[config.mk]
export PLATFORM = sky130hd
export DESIGN_NAME = regfile_scoreboard
export DESIGN_NICKNAME = d
export VERILOG_FILES = /design/src/rtl/regfile_scoreboard.sv
export SDC_FILE = /design/constraint.sdc
export NUM_CORES = 2
export LEC_CHECK = 0
export ABC_AREA = 1
export CAP_MARGIN = 20
export CORE_AREA = 2 2 443 445
export DETAILED_ROUTE_END_ITERATION = 8
export DIE_AREA = 0 0 445 447
export PLACE_DENSITY = 0.58
export SLEW_MARGIN = 30
export SYNTH_ARGS = -nofsm -noshare
export SYNTH_HDL_FRONTEND = slang
export SYNTH_SLANG_ARGS = --single-unit
[constraint.sdc]
create_clock -name clk -period 2.45 [get_ports clk]
set_input_delay 0.49 -clock clk [delete_from_list [all_inputs] [get_ports clk]]
set_output_delay 0.49 -clock clk [all_outputs]
set_load 0.05 [all_outputs]
[src/rtl/regfile_scoreboard.sv]
// regfile_scoreboard: GPR file with NRD combinational read ports, per-register
// busy bits for WAW/RAW tracking and a writeback-to-read bypass.
//
// Ports:
//   clk, rst        single clock, synchronous active-high reset
//   rd_addr/rd_data NRD read ports (combinational), port i at [i*AW] / [i*XLEN]
//   rd_busy         per-port pending-write flag after bypass
//   rsv_valid/addr  issue reservation request; rsv_ready accepts it
//   wb_valid/addr/data  writeback commit, frees the destination register
//   err_unrsv       registered pulse on a commit to a register that was not busy
//   dbg_regs        all registers flattened, reg k at [k*XLEN +: XLEN]
module regfile_scoreboard #(
    parameter int XLEN = 32,
    parameter int NREG = 32,
    parameter int NRD  = 2,
    parameter int AW   = $clog2(NREG)
) (
    input  logic                 clk,
    input  logic                 rst,
    input  logic [NRD*AW-1:0]    rd_addr,
    output logic [NRD*XLEN-1:0]  rd_data,
    output logic [NRD-1:0]       rd_busy,
    input  logic                 rsv_valid,
    input  logic [AW-1:0]        rsv_addr,
    output logic                 rsv_ready,
    input  logic                 wb_valid,
    input  logic [AW-1:0]        wb_addr,
    input  logic [XLEN-1:0]      wb_data,
    output logic                 err_unrsv,
    output logic [NREG*XLEN-1:0] dbg_regs
);

    logic [XLEN-1:0] rf_q [NREG];
    logic [XLEN-1:0] rf_d [NREG];
    logic [NREG-1:0] busy_q;
    logic [NREG-1:0] busy_d;
    logic            err_q;
    logic            err_d;

    // Zero-padded to the full address space so any address indexes safely;
    // slots at or above NREG read as never busy.
    logic [2**AW-1:0] busy_ext;

    logic [AW-1:0] ra;
    logic          wb_en;
    logic          rsv_acc;
    logic          rsv_hit;

    function automatic logic in_rng(input logic [AW-1:0] a);
        return 32'(a) < 32'(NREG);
    endfunction

    always_comb begin
        busy_ext = '0;
        busy_ext[NREG-1:0] = busy_q;
    end

    // Read ports: x0 and out-of-range addresses read as 0 / not busy;
    // a same-cycle commit bypasses the array and clears busy.
    always_comb begin
        rd_data = '0;
        rd_busy = '0;
        ra      = '0;
        for (int i = 0; i < NRD; i++) begin
            ra = rd_addr[i*AW +: AW];
            if (ra == '0 || !in_rng(ra)) begin
                rd_data[i*XLEN +: XLEN] = '0;
                rd_busy[i] = 1'b0;
            end else if (wb_valid && wb_addr == ra) begin
                rd_data[i*XLEN +: XLEN] = wb_data;
                rd_busy[i] = 1'b0;
            end else begin
                rd_data[i*XLEN +: XLEN] = rf_q[ra];
                rd_busy[i] = busy_q[ra];
            end
        end
    end

    // Ready never looks at rsv_valid so issue can probe it freely.
    assign rsv_hit   = wb_valid && wb_addr == rsv_addr;
    assign rsv_ready = rsv_addr == '0 || !busy_ext[rsv_addr] || rsv_hit;
    assign rsv_acc   = rsv_valid && rsv_ready
                       && rsv_addr != '0 && in_rng(rsv_addr);
    assign wb_en     = wb_valid && wb_addr != '0 && in_rng(wb_addr);

    always_comb begin
        rf_d   = rf_q;
        busy_d = busy_q;
        err_d  = 1'b0;
        if (wb_en) begin
            rf_d[wb_addr]   = wb_data;
            busy_d[wb_addr] = 1'b0;
            err_d           = !busy_q[wb_addr];
        end
        // Applied after the clear so a same-address reservation wins.
        if (rsv_acc) begin
            busy_d[rsv_addr] = 1'b1;
        end
    end

    always_ff @(posedge clk) begin
        if (rst) begin
            for (int k = 0; k < NREG; k++) begin
                rf_q[k] <= '0;
            end
            busy_q <= '0;
            err_q  <= 1'b0;
        end else begin
            rf_q   <= rf_d;
            busy_q <= busy_d;
            err_q  <= err_d;
        end
    end

    assign err_unrsv = err_q;

    always_comb begin
        dbg_regs = '0;
        for (int k = 0; k < NREG; k++) begin
            dbg_regs[k*XLEN +: XLEN] = rf_q[k];
        end
    end

endmodule

==> run_results.csv <==
group,metric,value,unit
cts,clk_transition_reported_paths,60,ps
synth,synth-edff-count,0,
routing,drt_iter0_drc,10440,
sta,rsz0062_at_grt,"yes",
synth,synth_area,56720,um2
critical_path,r2r_start,"busy_ext[29]",
routing,vias_per_cell,5.915,
sta,slew_headroom,42.93,%
synth,yosysWarnings,0,
power,peakVddDrop,0.6342,mV
critical_path,critical_path_class,"reg -> out",
die,ios,1148,
global_routing,grt_pass1_wl,572300,um
die,die_area,198900,um2
die,start_util,29.21,%
sta,timing.fmax,318.2,MHz
routing,drtPass1Iterations,9,
die,die_w,445,um
global_routing,grt_pass1_vias,70050,
sta,layout_setup_ws,-692.7,ps
routing,wl_per_cell,32.79,um
worst_hold_path,whs_path_depth,3,
sta,fin_setup_tns,-23690,ps
critical_path,path_max_fanout,2,
worst_hold_path,hold_end,"dbg_regs[683]",
finish,stdcell_count,13060,
global_routing,grt_overflow_total,0,
synth,syn_avg_cell_area,6.550,um2
cts,cts_tree,"done",
synth,netlist_top_cells_count,"o21ai_0, nor2_1, dfxtp_1",
critical_path,worstPathArrival,2650,ps
critical_path,required,1960,ps
routing,finalWirelength,428400,um
power,p_per_area,539.2,nW/um2
synth,ys_types,34,
finish,syn_to_final_growth,60.90,%
power,p_leak,41.00,nW
worst_hold_path,holdCritStartpoint,"wb_data[11]",
critical_path,crit_path_end_kind,"primary output",
finish,drive_above_1_share,31.12,%
global_routing,grt_max_degree,133,
routing,final_antenna_net_count,0,
cts,cts_hold_buf,0,
synth,synth_top_area_cell,"dfxtp_1",
routing,vias,77260,
sta,finalSetupViolCount,67,
critical_path,rr_worst_depth,10,
die,coreArea,194200,um2
finish,layout.nets,10460,
outcome,status,"finished, violations left",
synth,syn-instance-count,8660,
synth,synth_top_area_share,37.31,%
placement,gp_congestion,0.9945,
worst_hold_path,hold_path.class,"in -> reg",
sta,drv_slew,0,
critical_path,worstSetupStartpointType,"flip-flop",
synth,syn-num-nets,8716,
sta,finClkSkew,19.92,ps
cts,clock_latency,830,ps
critical_path,r2r_slack,540,ps
die,rows,162,
sta,fin_crit_sh,128.3,%
synth,netlist_top_cells_area,"dfxtp_1, o21ai_0, a21oi_1",
sta,tightest_slew,856.0,ps
cts,cts_buffers,131,
cts,cts_sinks,1057,
sta,hold_viol,0,
die,die_y,447,um
global_routing,antenna_found_initial,36,
synth,ys_seq_area_share,37.31,%
placement,placed_cells,12500,
synth,synth-seq-cells,1057,
sta,finalCriticalPeriod,3143,ps
placement,numPortBuffers,1147,
synth,post-synth-top-count-cell,"o21ai_0",
outcome,failed_checks,"setup timing",
routing,drc_errors,0,
synth,synth_ff_type,"dfxtp_1",
run,cap_violations,0,
critical_path,r2r-end,"err_unrsv",
global_routing,track_usage,40.62,%
cts,clockRootBuffer,"clkbuf_16",
synth,async_reset_ff_share,0,%
cts,clockBufferDepth,3,
cts,ctsHtreeMaxLevel,4,
placement,hpwl,307000,um
[worst max path at each step]
stage	startpoint	endpoint	slack [ps]	cells after the start
global route	dbg_regs[13]	rd_data[13]	-780	9
floorplan	rd_addr[8]	rd_data[39]	-130	8
detailed placement	wb_valid	rd_data[33]	-1030	12
global placement	wb_addr[0]	rd_data[3]	-1050	11
CTS	dbg_regs[13]	rd_data[13]	-630	9
finish	dbg_regs[13]	rd_data[13]	-690	9
[flip-flops by register name, indices dropped and copies added (netlist names)]
name / flops
busy_ext: 32
err_unrsv: 1
dbg_regs: 1024
[kinds of logic (layout without fill, tap and decap cells)]
family / after synthesis / after routing / share of synthesized area, %
AO/OA/AOI/OAI: 3190 / 3190 / 30.69
AND/OR/NAND/NOR: 2923 / 2923 / 21.43
buffers and inverters: 1488 / 3330 / 10.54
flip-flops: 1057 / 1057 / 37.31
XOR/XNOR: 2 / 2 / 0.03089
other: 0 / 18 / 0
[cell usage in the layout (no fill, tap or decap), types with 22 or more instances in the layout]
cell           Yosys  final
dfxtp_2            0    389
inv_2             39    255
nand4_1           35     35
inv_4              0     23
nand3_4            0     97
dfxtp_1         1057    588
clkbuf_8           0     22
inv_1            580    333
buf_6              5    129
nand2_4            0     43
dlygate4sd2_1      0    848
nand2_1          823    686
o21ai_2            0     34
buf_16             0     51
nand3_2            0    202
nor2_1          1236   1210
buf_12             0    261
o21ai_0         1594   1304
nor2_4             2     24
a21oi_2            0    146
o211ai_1         522    522
a21oi_1          992    834
clkbuf_1         533     22
dfxtp_4            0     80
buf_4             17   1066
clkinv_2           0     23
nand3_1          786    487
nand2_2            5     95
clkbuf_16          0    161
o21ai_1           30    282
[layer usage]
| layer | GRT usage (%) | up-vias | routed length [um] |
|---|---|---|---|
| li1 | - | 33210 | - |
| met1 | 48.45 | 36870 | 156400 |
| met2 | 60.78 | 5592 | 179600 |
| met3 | 9.079 | 1574 | 44060 |
| met4 | 37.04 | 16 | 48180 |
| met5 | 0 | - | 105 |
[critical path, cell delays in order, from the launching register on]
cell and delay [ps]:
dfxtp_4 340, inv_2 50, nand2_1 50, o211ai_1 90, o21ai_1 90, o211ai_1 490, nand3_2 310, nand3_2 170
nand2_2 80, buf_8 150
[final cells by class]
| class | count | area [um2] |
|---|---|---|
| antenna | 18 | 45.04 |
| clock buffer | 180 | 3789 |
| clock inverter | 51 | 590.6 |
| fill | 19370 | 102900 |
| inverter | 622 | 2457 |
| multi-input combinational | 6115 | 33690 |
| sequential | 1057 | 21950 |
| tap | 2542 | 3181 |
| timing repair buffer | 2477 | 25570 |
[per-stage QoR]
step	util [%]	hold slack, ps	power [mW]	instance area, um2	setup slack, ps
floorplan	-	444.6	22.52	56850	-125.5
global placement	40.26	447.9	27.22	78180	-1052
detailed placement	40.26	441.6	27.24	78180	-1031
CTS	45.76	92.70	48.54	88860	-633.2
global route	46.97	166.0	50.17	91220	-776.2
finish	47.00	134.6	49.21	91260	-692.7
[what timing repair did]
action,4_1_cts,5_1_grt
setup endpoints to repair,931,68
cloned,45,26
pin swaps,478,375
resized for setup,2618,518
setup buffers,188,95
hold endpoints to repair,0,0
[where the power goes]
part / switching [mW] / total [mW] / internal (mW)
clock network: 8.70 / 20.5 / 11.8
registers: 0.262 / 17.6 / 17.3
logic: 7.21 / 11.1 / 3.89
total: 16.2 / 49.2 / 33.0
Note: power is estimated with default switching activity, not from simulation.
